File: config.mk
export PLATFORM = sky130hd
export DESIGN_NAME = spi_frame_tx
export DESIGN_NICKNAME = d
export VERILOG_FILES = /design/src/rtl/spi_frame_tx.sv
export SDC_FILE = /design/constraint.sdc
export NUM_CORES = 1
export LEC_CHECK = 0
export BUFFER_PORTS_ARGS = -buffer_cell sky130_fd_sc_hd__buf_2
export CAP_MARGIN = 20
export CELL_PAD_IN_SITES_DETAIL_PLACEMENT = 0
export CELL_PAD_IN_SITES_GLOBAL_PLACEMENT = 2
export CORE_ASPECT_RATIO = 0.75
export CORE_UTILIZATION = 33
export CTS_CLUSTER_DIAMETER = 50
export DETAILED_ROUTE_END_ITERATION = 8
export PLACE_DENSITY_LB_ADDON = 0.15
export SYNTH_ARGS = -nofsm -noshare
export SYNTH_HDL_FRONTEND = slang
export SYNTH_SLANG_ARGS = --single-unit
File: constraint.sdc
create_clock -name clk -period 2.77 [get_ports clk]
set_input_delay 0 -clock clk [delete_from_list [all_inputs] [get_ports clk]]
set_output_delay 0 -clock clk [all_outputs]
set_load 0.02 [all_outputs]
File: src/rtl/spi_frame_tx.sv
// spi_frame_tx: serializes sync/addr/len/payload/checksum frames onto a byte valid/ready link,
// fetching payload bytes from a synchronous buffer with one-cycle read latency.
module spi_frame_tx #(
  parameter logic [7:0] SYNC_BYTE = 8'h77,
  parameter int LEN_W = 16
) (
  input  logic             clk,
  input  logic             rst,
  input  logic             start,
  input  logic [15:0]      addr,
  input  logic [LEN_W-1:0] len,
  output logic             rd_en,
  output logic [LEN_W-1:0] rd_addr,
  input  logic [7:0]       rd_data,
  output logic [7:0]       data_out,
  output logic             data_valid,
  input  logic             data_ready,
  output logic             busy,
  output logic             done
);
  typedef enum logic [3:0] {IDLE, SYNC, ADDR_H, ADDR_L, LEN_H, LEN_L, FETCH, RDWAIT, PAYLOAD, CSUM} state_t;
  state_t state_q, state_d;
  logic [15:0] addr_q, addr_d;
  logic [LEN_W-1:0] len_q, len_d, idx_q, idx_d, rd_addr_q, rd_addr_d;
  logic [7:0] csum_q, csum_d, dout_q, dout_d, csum_nx;
  logic valid_q, valid_d, rd_en_q, rd_en_d, done_q, done_d, xfer;
  assign xfer = valid_q & data_ready;
  assign csum_nx = csum_q + dout_q;
  assign rd_en = rd_en_q;
  assign rd_addr = rd_addr_q;
  assign data_out = dout_q;
  assign data_valid = valid_q;
  assign busy = state_q != IDLE;
  assign done = done_q;
  always_comb begin
    state_d = state_q;
    addr_d = addr_q;
    len_d = len_q;
    idx_d = idx_q;
    dout_d = dout_q;
    valid_d = valid_q;
    rd_en_d = 1'b0;
    rd_addr_d = rd_addr_q;
    done_d = 1'b0;
    csum_d = (xfer && state_q != SYNC && state_q != CSUM) ? csum_nx : csum_q;
    case (state_q)
      IDLE: if (start) begin
        addr_d = addr;
        len_d = len;
        csum_d = '0;
        dout_d = SYNC_BYTE;
        valid_d = 1'b1;
        state_d = SYNC;
      end
      SYNC: if (xfer) begin
        dout_d = addr_q[15:8];
        state_d = ADDR_H;
      end
      ADDR_H: if (xfer) begin
        dout_d = addr_q[7:0];
        state_d = ADDR_L;
      end
      ADDR_L: if (xfer) begin
        dout_d = len_q[15:8];
        state_d = LEN_H;
      end
      LEN_H: if (xfer) begin
        dout_d = len_q[7:0];
        state_d = LEN_L;
      end
      LEN_L: if (xfer) begin
        if (len_q == '0) begin
          dout_d = csum_nx;
          state_d = CSUM;
        end else begin
          valid_d = 1'b0;
          rd_en_d = 1'b1;
          rd_addr_d = '0;
          idx_d = '0;
          state_d = FETCH;
        end
      end
      FETCH: state_d = RDWAIT;
      RDWAIT: begin
        dout_d = rd_data;
        valid_d = 1'b1;
        state_d = PAYLOAD;
      end
      PAYLOAD: if (xfer) begin
        if (idx_q == len_q - 1'b1) begin
          dout_d = csum_nx;
          state_d = CSUM;
        end else begin
          idx_d = idx_q + 1'b1;
          rd_addr_d = idx_q + 1'b1;
          rd_en_d = 1'b1;
          valid_d = 1'b0;
          state_d = FETCH;
        end
      end
      CSUM: if (xfer) begin
        valid_d = 1'b0;
        done_d = 1'b1;
        state_d = IDLE;
      end
      default: state_d = IDLE;
    endcase
  end
  always_ff @(posedge clk) begin
    if (rst) begin
      state_q <= IDLE;
      addr_q <= '0;
      len_q <= '0;
      idx_q <= '0;
      csum_q <= '0;
      dout_q <= '0;
      valid_q <= 1'b0;
      rd_en_q <= 1'b0;
      rd_addr_q <= '0;
      done_q <= 1'b0;
    end else begin
      state_q <= state_d;
      addr_q <= addr_d;
      len_q <= len_d;
      idx_q <= idx_d;
      csum_q <= csum_d;
      dout_q <= dout_d;
      valid_q <= valid_d;
      rd_en_q <= rd_en_d;
      rd_addr_q <= rd_addr_d;
      done_q <= done_d;
    end
  end
endmodule

## Yosys cells after proc, flatten, opt, wreduce, memory -nomap -nowiden

Index checks and enable logic that the tools add are counted.

| cells by class | value |
|---|---|
| add/sub/neg operators | 3 |
| reductions and logical operators | 14 |
| mux-type cells | 42 |
| equal/unequal tests | 24 |
| bitwise gates (word level) | 2 |

Operators with widths:

| cell | count |
|---|---|
| 8-bit 2-to-1 mux | 12 |
| 16-bit 2-to-1 mux | 4 |
| 8-bit case mux with 8 select lines | 1 |
| 4-bit 2-to-1 mux | 10 |
| 4-bit case mux with 10 select lines | 1 |
| 16-bit case mux with 2 select lines | 1 |
| 2-bit != test (second input constant) | 12 |
| 16-bit by 1-bit adder with 16-bit output (second input constant) | 1 |
| 16-bit equality test | 1 |
| 4-bit by 3-bit equality test with 1-bit output (second input constant) | 4 |
| 16-bit logical NOT | 1 |
| 16-bit by 1-bit subtractor with 16-bit output (second input constant) | 1 |
| 1-bit 2-to-1 mux | 11 |
| 10-bit AND reduction | 1 |
| 8-bit adder | 1 |
| 4-bit by 2-bit equality test with 1-bit output (second input constant) | 2 |
| 4-bit equality test (second input constant) | 2 |
| 8-bit AND reduction | 1 |
| 8-bit nonzero test | 1 |
| 7-bit AND reduction | 1 |
| 1-bit case mux with 5 select lines | 1 |
| 5-bit AND reduction | 1 |
| 5-bit nonzero test | 1 |
| 4-bit by 1-bit equality test with 1-bit output (second input constant) | 1 |
| 11 further kinds | 12 |

| storage, ports and cells | value |
|---|---|
| flip-flop bits (word level) | 71 |
| input bits | 44 |

## Depth between registers and ports, before layout

Gate-level depths: netlist of run 1.

| depth | value |
|---|---|
| depth after elaboration | 6 |
| depth in mapped cells | 11 |

## Worst setup path before layout of run 1

Ideal clock, no wire load.

| timing | value |
|---|---|
| path kind | flip-flop to flip-flop |
| from | register len_q[0] |
| to | register dout_q[0], in the netlist data_out[0] |
| slack | 0.252 ns |
| library setup time | 0.121 ns |
| data required time | 2.649 ns |
| arrival time | 2.397 ns |
| stages on the path, launching flop included | 10 |
| cell sequence | dfxtp_1 inv_1 ha_1 nor2b_1 or3_1 a31o_2 nor4_1 and4b_2 o211ai_4 mux2_2 |

| on the way | value |
|---|---|
| longest elaborated chain between the ends | 4 |

Ends and longest elaborated chain:

| item | RTL line | source |
|---|---|---|
| start, declared | 24 | `logic [LEN_W-1:0] len_q, len_d, idx_q, idx_d, rd_addr_q, rd_addr_d;` |
| start signal, assigned | 124 | `len_q <= len_d;` |
| 16-bit by 1-bit subtractor with 16-bit output | 90 | `if (idx_q == len_q - 1'b1) begin` |
| 16-bit equality test | 90 |  |
| 2-bit != test (no source line) | -- |  |
| 10-bit AND reduction (no source line) | -- |  |
| end signal, assigned | 127 | `dout_q <= dout_d;` |
| end, declared | 25 | `logic [7:0] csum_q, csum_d, dout_q, dout_d, csum_nx;` |

Several ways; a longest one is shown, not always the timed one. The select of a mux whose other input is x is not followed.
A chain may end at the register's enable or synchronous reset.

## Worst setup path in the final report of run 1

Ends and elaborated chain as after synthesis.

==> impl_metrics.toml, run 1 <==
[outcome]
run_status = "finished with violations"
failed_checks = "DRC"

[yosys]
share_of_synthesized_cell_area_in_and_or_nand_and_nor_gates = 0.267
seq_area_frac_synth = 0.324
synth.distinct_cells = 69
synth.ff_latch_count = 71
synth-compound-area-share = 0.231
post_synth_instance_area_um2 = 4380
synth-adder-area-share = 0.0303
synth.area.mux_share = 0.0491
synth_xor_xnor_area_share = 0.0520
dominantRegCellSynth = "sky130_fd_sc_hd__dfxtp_1"
number_of_flops_mapped_to_enable_cells_by_yosys = 0
syn_nets = 614
async_flop_share = 0
post_synthesis_instance_total = 560
yosys_warns = 0
syn_area_per_cell_um2 = 7.83
synth_top_family_by_area = "simple AND/OR/NAND/NOR gates"

[timing]
post-route-period-util = 0.942
fin_skew_ns = 0.00695
timing.final.max_slew_violations = 0
final-hold-violation-count = 0
whs_ns = 0.0735
rsz0062_at_grt = "false"
worst_slew_pin_slew_ns = 0.780
timing.final.setup_violations = 0
maxClockFrequency_ghz = 0.383
max-slew-margin-rel = 0.478
final_sum_of_negative_setup_slack_ns = 0
min_period_ns = 2.61

[worst_hold_path]
min_to = "data_out[4]"
hold_start = "rst"
hold_depth = 4
holdCritPathClass = "input port to flop"

[cells_and_area]
area_delta_synth_final_pct = 33.3
final_design_area_no_fill_um2 = 5840
diode_insertion_count_for_antenna_repair = 0
numnets_final = 739
layout.cells.most_common = "sky130_fd_sc_hd__nand2_1"
fillerInstances = 1338
ratio_of_cells_with_drive_above_1_in_the_final_layout = 0.233
finish.utilization = 0.450
layout_common_cells = "sky130_fd_sc_hd__nand2_1, sky130_fd_sc_hd__buf_2, sky130_fd_sc_hd__dfxtp_1, sky130_fd_sc_hd__a21oi_1, sky130_fd_sc_hd__buf_4"

[global_routing]
first_global_vias = 4304
global_route.peak_usage_layer = "met1"
antenna_found_initial = 0
grt_pass1_wl_um = 23700
global_route.usage.met2 = 0.330
maximum_number_of_pins_on_one_net_before_global_route_repair = 54
gr-usage-met3 = 0.0430
grt.overflow.total = 0
grt_usage = 0.228
global_route.usage.met1 = 0.340

[setup_path]
crit-reg2reg-launch = "len_q[0]"
r2r_slack_ns = 0.16
arrival_ns = 2.83
worst_ep_required_time_ns = 2.99
path_class = "flop to flop"
path_max_fanout = 6
crit_path_cell_trace = "inv_1 -> ha_2 -> nor2b_1 -> or3_1 -> a31o_2 -> nor4_1 -> and4b_2 -> o211ai_4 -> mux2_2"
critPathCaptureType = "flop"
worstReg2RegEnd = "data_out[0]"
cp-start-kind = "flop"
critical-path-slowest-cell = "sky130_fd_sc_hd__and4b_2"
critical-path-max-stage-delay_ns = 0.37
timing.reg2reg.worst_path_depth = 9

[drt]
drt_first_iter_violations = 294
total_wire_length_um = 15000
ant_nets = 0
detail_route.vias_per_cell = 5.40
routedWlPerCell_um = 17.4
vias = 4646
route.detailed.drc = 1
first_pass_iters = 7

[place]
io_buffers = 71
globalplace.congestion = 0.872
detailed_place.area_um2 = 5130
detailed_place_hpwl_um = 11300

[floorplan]
floorplan.die.height_um = 102
fp.dieArea_um2 = 13800
die-width_um = 135
floorplan.core_area_um2 = 13000
placementRows = 36
initial_utilization = 0.338
design.portCount = 72

[job]
cap_viol_max_count = 0

[power_and_ir_drop]
totalPowerFinal_mw = 3.24
power_per_cell_area_nw_per_um2 = 555
ir_worst_vdd_v = 0.000301
power.static_leakage_nw = 2.36

[clocking]
clock_tree.buffer_depth = 2
clock_sink_count = 71
cts_max_level = 3
clk_root_buf = "sky130_fd_sc_hd__clkbuf_16"
clkLatencyLatePin_ns = 0.34
cts_inserted_buffers = 9
clock_tree_from_tritoncts = "built"
clkSlewWorstSetupHoldPaths_ns = 0.06
==> per-stage QoR <==
step                      cells  setup WS, ns
after global routing        861       0.00282
after CTS                   858        0.0553
after floorplan             560         0.252
after detailed placement    808       -0.0345
after global placement      808        0.0513
final                       861         0.162
==> area by class of cell <==
class / count / area [µm²] / share of cell area
multi-input combinational: 440 / 2780 / 0.476
sequential: 71 / 1420 / 0.244
timing repair buffer: 150 / 1040 / 0.178
clock buffer: 11 / 253 / 0.0433
tap: 171 / 214 / 0.0366
clock inverter: 5 / 80.1 / 0.0137
inverter: 13 / 48.8 / 0.00835
==> critical path, delay by kind of cell, from the launching register on <==
kind | cells | cell delay [ns]
multiplexers | 1 | 0.31
adder cells (fa/ha/maj) | 1 | 0.20
AND/OR/NAND/NOR | 4 | 1.24
flip-flops | 1 | 0.32
AO/OA/AOI/OAI | 2 | 0.39
buffers and inverters | 1 | 0.05
==> what timing repair did <==
action | in CTS | in global routing
hold buffers | 32 | 0
pin swaps | 1 | 4
resized for setup | 1 | 7
endpoints found under the hold margin | 32 | 0
setup buffers | 2 | 3
setup endpoints to repair | 5 | 24
==> sequential cells by signal (all words and copies together), names as in the netlist <==
register,cells
len_q,16
state_q,4
rd_addr,16
done,1
rd_en,1
csum_q,8
addr_q,16
data_out,8
data_valid,1
==> per-layer routing <==
metal / vias up / share of wire
li1: 2288 / -
met1: 2186 / 0.52
met2: 155 / 0.41
met3: 17 / 0.055
met4: 0 / 0.013
met5: - / 0
==> worst max-delay path by stage <==
stage              from     endpoint  slack (ns)  depth (start not counted)
4_1_cts        len_q[0]   rd_addr[9]        0.06                         10
3_3_place_gp   len_q[4]  data_out[6]        0.05                          7
2_1_floorplan  len_q[0]  data_out[0]        0.25                          9
3_5_place_dp   len_q[0]  data_out[0]       -0.03                          9
5_1_grt        len_q[3]  data_out[7]       0.003                          7
6_report       len_q[0]  data_out[0]        0.16                          9
==> cells by family (layout without fill, tap and decap cells) <==
logic type,count (synthesis),in the layout
xor+xnor,26,26
fa+ha+maj,10,10
compound gates,155,155
buf+inv,49,179
flops,71,71
mux,21,21
simple gates,228,228
==> cells in the mapped netlist (8+ instances only) <==
| cell | instances | area [µm²] |
|---|---|---|
| sky130_fd_sc_hd__xor2_1 | 12 | 105 |
| sky130_fd_sc_hd__o21ai_0 | 23 | 115 |
| sky130_fd_sc_hd__mux2i_1 | 17 | 170 |
| sky130_fd_sc_hd__nor2b_1 | 10 | 62.6 |
| sky130_fd_sc_hd__dfxtp_1 | 71 | 1420 |
| sky130_fd_sc_hd__nand4_1 | 8 | 50.1 |
| sky130_fd_sc_hd__nor2_1 | 26 | 97.6 |
| sky130_fd_sc_hd__xnor2_1 | 14 | 123 |
| sky130_fd_sc_hd__clkbuf_1 | 29 | 109 |
| sky130_fd_sc_hd__nand3_1 | 17 | 85.1 |
| sky130_fd_sc_hd__a21oi_1 | 68 | 340 |
| sky130_fd_sc_hd__nand2_1 | 96 | 360 |
| sky130_fd_sc_hd__ha_1 | 9 | 113 |
| sky130_fd_sc_hd__inv_1 | 13 | 48.8 |
| sky130_fd_sc_hd__or3_1 | 18 | 113 |
==> report_power, final <==
| group | switching (mW) | internal, mW |
|---|---|---|
| Combinational | 0.439 | 0.353 |
| Sequential | 0.0656 | 1.09 |
| Clock | 0.464 | 0.836 |
Power figures use the tool's default switching activity.
==> run 2, diff against run 1 <==
ABC_AREA = 1   (was not set)
CORE_UTILIZATION = 31   (was 33)
SKIP_LAST_GASP = 1   (was not set)
==> run 2 against run 1 <==
Against the previous run: the run now ends clean; largest cell class unchanged; cell count up 11%; first-iteration DRC count up 23%; synthesized cell count up 20%.
==> impl_metrics.toml, run 2 <==
[outcome]
run_status = "complete, no violations"

[yosys]
synth_area_leader_cell = "sky130_fd_sc_hd__dfxtp_1"
syn_nets = 724
synthTopCellsByCount = "sky130_fd_sc_hd__nand2_1, sky130_fd_sc_hd__inv_1, sky130_fd_sc_hd__dfxtp_1, sky130_fd_sc_hd__nor2_1, sky130_fd_sc_hd__a21oi_1"
yosys_warns = 0
synth_top_cell_area_share = 0.319
seq_area_frac_synth = 0.319
async_flop_share = 0
yosys.cell_count.top_type = "sky130_fd_sc_hd__nand2_1"
number_of_flops_mapped_to_enable_cells_by_yosys = 0
dominantRegCellSynth = "sky130_fd_sc_hd__dfxtp_1"
syn_area_per_cell_um2 = 6.64
synth.ff_latch_count = 71
synth.area.top_cells = "sky130_fd_sc_hd__dfxtp_1, sky130_fd_sc_hd__nand2_1, sky130_fd_sc_hd__inv_1"
synth.distinct_cells = 41
post_synth_instance_area_um2 = 4450
post_synthesis_instance_total = 670

[timing]
max-slew-margin-rel = 0.429
maxClockFrequency_ghz = 0.421
post-route-period-util = 0.857
min_period_ns = 2.37
final-hold-violation-count = 0
rsz0062_at_grt = "false"
timing.final.max_slew_violations = 0
fin_skew_ns = 0.00668
timing.final.setup_violations = 0
final_sum_of_negative_setup_slack_ns = 0
worst_slack_ns = 0.397
worst_slew_pin_slew_ns = 0.855

[setup_path]
arrival_ns = 2.61
cp-start-kind = "flop"
path_buf_inv = 2
path_class = "flop to flop"
timing.reg2reg.worst_path_depth = 15
critical_path.top_delay_family = "simple AND/OR/NAND/NOR gates"
path_depth = 15
critical-path-max-stage-delay_ns = 0.33
crit_path_frequent_cell = "sky130_fd_sc_hd__nor2_1"
crit_path_cell_trace = "inv_2 -> ha_1 -> nand2_2 -> nor2_8 -> nand3_1 -> nand2_1 -> inv_1 -> nor2_1 -> nand2_1 -> nor2_2 -> nand2_2 -> nand2_4 -> nand3_2 -> nor2_1 -> nor2_1"
critical-path-slowest-cell = "sky130_fd_sc_hd__dfxtp_1"
worst_ep_required_time_ns = 3.01
critPathCaptureType = "flop"
path_max_fanout = 11

[floorplan]
design.portCount = 72
fp.dieArea_um2 = 14800
floorplan.core_area_um2 = 13800
placementRows = 37
die-width_um = 140
floorplan.die.height_um = 106
initial_utilization = 0.322

[drt]
first_pass_iters = 5
drt_first_iter_violations = 362
total_wire_length_um = 15000
route.detailed.drc = 0
detail_route.vias_per_cell = 4.85
vias = 4658
routedWlPerCell_um = 15.6
ant_nets = 0

[clocking]
cts_inserted_buffers = 9
clock_tree.buffer_depth = 2
cts_max_level = 3
clk_root_buf = "sky130_fd_sc_hd__clkbuf_16"
clock_sink_count = 71
clkSlewWorstSetupHoldPaths_ns = 0.06
clkLatencyLatePin_ns = 0.35
clock_tree_from_tritoncts = "built"

[cells_and_area]
fillerInstances = 1473
diode_insertion_count_for_antenna_repair = 0
area.sequential_um2 = 1420
layout_common_cells = "sky130_fd_sc_hd__nand2_1, sky130_fd_sc_hd__inv_1, sky130_fd_sc_hd__nor2_1, sky130_fd_sc_hd__dfxtp_1, sky130_fd_sc_hd__buf_2"
area_delta_synth_final_pct = 27.7
finish.utilization = 0.411
layout.cells.most_common = "sky130_fd_sc_hd__nand2_1"
ratio_of_cells_with_drive_above_1_in_the_final_layout = 0.168
numnets_final = 834
multi_input_logic_area_um2 = 2560

[worst_hold_path]
holdCritPathClass = "input port to flop"
hold_depth = 3

[global_routing]
grt.overflow.total = 0
antenna_found_initial = 0
first_global_vias = 4340
grt_pass1_wl_um = 23900
maximum_number_of_pins_on_one_net_before_global_route_repair = 32
grt_usage = 0.212

[power_and_ir_drop]
totalPowerFinal_mw = 4.93
power.static_leakage_nw = 2.61
power_per_cell_area_nw_per_um2 = 867
ir_worst_vdd_v = 0.000336

[place]
globalplace.congestion = 0.866
detailed_place_hpwl_um = 11700
placement.setup.worst_slack_ns = 0.399
io_buffers = 71

[job]
cap_viol_max_count = 0
==> run 2: cell count changes after synthesis, sizes merged, moves of 7 or more <==
cell    delta
nand3     +14
nand4      +8
clkbuf    -13
a22oi      -7
mux2i     -17
o21ai     +23
nor2      +56
or3       -18
inv       +84
xor2      +14
nor2b     -10
or2        -7
nand2     +54
==> run 2: power breakdown <==
| part | internal (mW) | leakage (nW) | switching [mW] |
|---|---|---|---|
| Clock | 0.698 | 0.142 | 0.488 |
| Sequential | 1.24 | 0.582 | 0.210 |
| Combinational | 0.803 | 1.89 | 1.49 |
==> run 2: metal layers <==
layer	up-vias	global-route usage	wire [µm]
met2	123	0.279	5540
met3	15	0.0427	692
li1	2398	-	-
met5	-	0	0
met1	2122	0.337	8570
met4	0	0.0542	162
==> run 2: cells by family (layout without fill, tap and decap cells) <==
logic type	Yosys count	count (layout)	share of synthesized area
AO/OA/AOI/OAI	132	132	0.163
AND/OR/NAND/NOR	301	301	0.309
buffers and inverters	119	234	0.105
flip-flops	71	71	0.319
XOR/XNOR	37	37	0.0728
adder cells (fa/ha/maj)	10	10	0.0298
==> run 2: worst paths after layout <==
path	startpoint	endpoint	slack (ns)
min	start	len_q[9]	0.0004
max reg2reg	len_q[0]	data_out[6]	0.40
min reg2reg	addr_q[6]	addr_q[6]	0.45
max	len_q[0]	data_out[6]	0.40
==> run 2: worst register-to-register path: cells and delay by family (launching register included) <==
| family | cells | cell delay [ns] |
|---|---|---|
| and+or+nand+nor | 12 | 1.56 |
| DFF | 1 | 0.33 |
| adders and majority gates | 1 | 0.22 |
| buffers and inverters | 2 | 0.17 |
==> run 2: layout make-up <==
type                            instances  area share
Timing Repair Buffer                  120       0.144
Inverter                               98      0.0647
Multi-Input combinational cell        480       0.451
Sequential cell                        71       0.250
Tap cell                              175      0.0385
Clock buffer                            9      0.0396
Clock inverter                          7      0.0128
==> run 2: per-stage QoR <==
step | hold WS (ns) | instances | area, µm²
3_3_place_gp | 0.282 | 912 | 5070
4_1_cts | 0.00108 | 960 | 5680
3_5_place_dp | 0.287 | 912 | 5070
5_1_grt | 0.0159 | 960 | 5680
2_1_floorplan | 0.164 | 670 | 4450
6_report | 0.000416 | 960 | 5680
==> run 2: repair_timing <==
| action | in CTS | in global routing |
|---|---|---|
| gates resized for setup | 0 | 0 |
| endpoints found under the hold margin | 30 | 0 |
| buffers inserted | 0 | 0 |
| hold buffers | 32 | 0 |
==> run 3, diff against run 2 <==
PLACE_DENSITY = 0.86   (was not set)
PLACE_DENSITY_LB_ADDON = not set   (was 0.15)
TNS_END_PERCENT = 5   (was not set)
==> run 3 against run 2 <==
Against the previous run: sequential share of layout area is 0.14 points higher; critical path depth is 1 higher; total power hardly changed; global-route usage is 1.6 points lower; combinational power is 3% lower; worst setup slack worse by 0.026 ns.
==> impl_metrics.toml, run 3 (synthesis gave the netlist of run 2 again) <==
[outcome]
run_status = "complete, no violations"

[clocking]
clkLatencyLatePin_ns = 0.34
cts_max_level = 3
clock_tree_from_tritoncts = "built"
clk_root_buf = "sky130_fd_sc_hd__clkbuf_16"
postCtsSetupBuffers = 0
clock_sink_count = 71
holdBufCountCts = 29
clkSlewWorstSetupHoldPaths_ns = 0.06
postCtsResizedCells = 0
cts_inserted_buffers = 9
clock_tree.buffer_depth = 2

[job]
cap_viol_max_count = 0

[timing]
worst_slack_ns = 0.371
fin_skew_ns = 0.00849
whs_ns = 0.0119
maxClockFrequency_ghz = 0.417
post-route-period-util = 0.866
final_sum_of_negative_setup_slack_ns = 0
worst_slew_pin_slew_ns = 0.594
timing.final.setup_violations = 0
final-hold-violation-count = 0
max-slew-margin-rel = 0.604
timing.final.max_slew_violations = 0
min_period_ns = 2.40
rsz0062_at_grt = "false"

[power_and_ir_drop]
power.static_leakage_nw = 2.60
power_per_cell_area_nw_per_um2 = 872
totalPowerFinal_mw = 4.93
ir_worst_vdd_v = 0.000350

[place]
placement.setup.worst_slack_ns = 0.409
detailed_place.area_um2 = 5040
globalplace.congestion = 0.887
io_buffers = 71
detailed_place_hpwl_um = 11100

[setup_path]
path_depth = 16
critical_path.top_delay_family = "simple AND/OR/NAND/NOR gates"
timing.reg2reg.worst_path_depth = 16
worstSetupStartpoint = "len_q[0]"
worst_ep_required_time_ns = 3.04
crit_path_cell_trace = "inv_2 -> ha_1 -> nand2_2 -> nor2_8 -> nand3_1 -> nand2_1 -> inv_1 -> nor2_1 -> nand2_1 -> nor2_2 -> nand2_2 -> nand2_4 -> nand3_2 -> nand2_1 -> nand2_1 -> nor2_1"
critical-path-slowest-cell = "sky130_fd_sc_hd__dfxtp_1"
critical-path-max-stage-delay_ns = 0.33
cp-start-kind = "flop"
crit_path_frequent_cell = "sky130_fd_sc_hd__nand2_1"
arrival_ns = 2.67
critPathCaptureType = "flop"
path_buf_inv = 2
path_max_fanout = 11
path_class = "flop to flop"
crit-reg2reg-launch = "len_q[0]"

[worst_hold_path]
hold_start = "addr[15]"
hold_depth = 3
holdCritPathClass = "input port to flop"

[floorplan]
fp.dieArea_um2 = 14800
design.portCount = 72
die-width_um = 140
floorplan.die.height_um = 106
floorplan.core_area_um2 = 13800
initial_utilization = 0.322
placementRows = 37

[global_routing]
antenna_found_initial = 0
maximum_number_of_pins_on_one_net_before_global_route_repair = 27
first_global_vias = 4199
grt.overflow.total = 0
grt_usage = 0.196
grt_pass1_wl_um = 22500

[cells_and_area]
ratio_of_cells_with_drive_above_1_in_the_final_layout = 0.165
final_design_area_no_fill_um2 = 5650
layout_common_cells = "sky130_fd_sc_hd__nand2_1, sky130_fd_sc_hd__inv_1, sky130_fd_sc_hd__nor2_1, sky130_fd_sc_hd__dfxtp_1, sky130_fd_sc_hd__buf_2"
numnets_final = 829
layout.cells.most_common = "sky130_fd_sc_hd__nand2_1"
diode_insertion_count_for_antenna_repair = 0
area_delta_synth_final_pct = 27.0

[drt]
vias = 4669
detail_route.vias_per_cell = 4.89
total_wire_length_um = 14300
first_pass_iters = 5
ant_nets = 0
routedWlPerCell_um = 14.9
route.detailed.drc = 0
drt_first_iter_violations = 344
run 3: changes by cell type in the layout (fill, tap and decap cells not counted), sizes merged:
cell	delta
buf	-2
dlygate4sd3	-3
clkinv	-1
bufinv	+1
clkbuf	+1
clkinvlp	-1
run 3: report_power, final:
| part | leakage, nW | internal, mW | total [mW] | switching [mW] |
|---|---|---|---|---|
| clock network | 0.153 | 0.795 | 1.27 | 0.478 |
| logic | 1.86 | 0.758 | 2.21 | 1.45 |
| registers | 0.582 | 1.24 | 1.44 | 0.202 |
| total | 2.60 | 2.80 | 4.93 | 2.13 |
run 3: layout make-up:
class / instances / area (µm²)
clock buffer: 10 / 229
timing repair buffer: 115 / 758
multi-input combinational: 480 / 2560
tap: 175 / 219
sequential: 71 / 1420
fill: 1481 / 8190
clock inverter: 6 / 93.8
inverter: 98 / 368
run 3: stage by stage:
stage,util,std cells
after global routing,0.408,955
after detailed placement,0.364,910
after floorplan,-,670
after global placement,0.364,910
after CTS,0.408,955
final,0.408,955
run 3: worst register-to-register path, delay by kind of cell (launching register included):
family / cells / cell delay, ns
buffers and inverters: 2 / 0.17
adder cells (fa/ha/maj): 1 / 0.22
AND/OR/NAND/NOR: 13 / 1.61
flip-flops: 1 / 0.33
run 3: path summary, 6_finish.rpt:
kind	endpoint	slack, ns
setup / recovery	data_out[1]	0.37
hold / removal	addr_q[15]	0.01
setup reg to reg	data_out[1]	0.37
hold reg to reg	addr_q[13]	0.45
run 3: per-layer routing:
layer | up-vias | global-route usage | share of wire | wire length, µm
met2 | 146 | 0.281 | 0.41 | 5780
met4 | 0 | 0.0549 | 0.012 | 177
met3 | 16 | 0.0391 | 0.061 | 872
met5 | - | 0 | 0 | 0
li1 | 2392 | - | - | -
met1 | 2115 | 0.293 | 0.52 | 7420
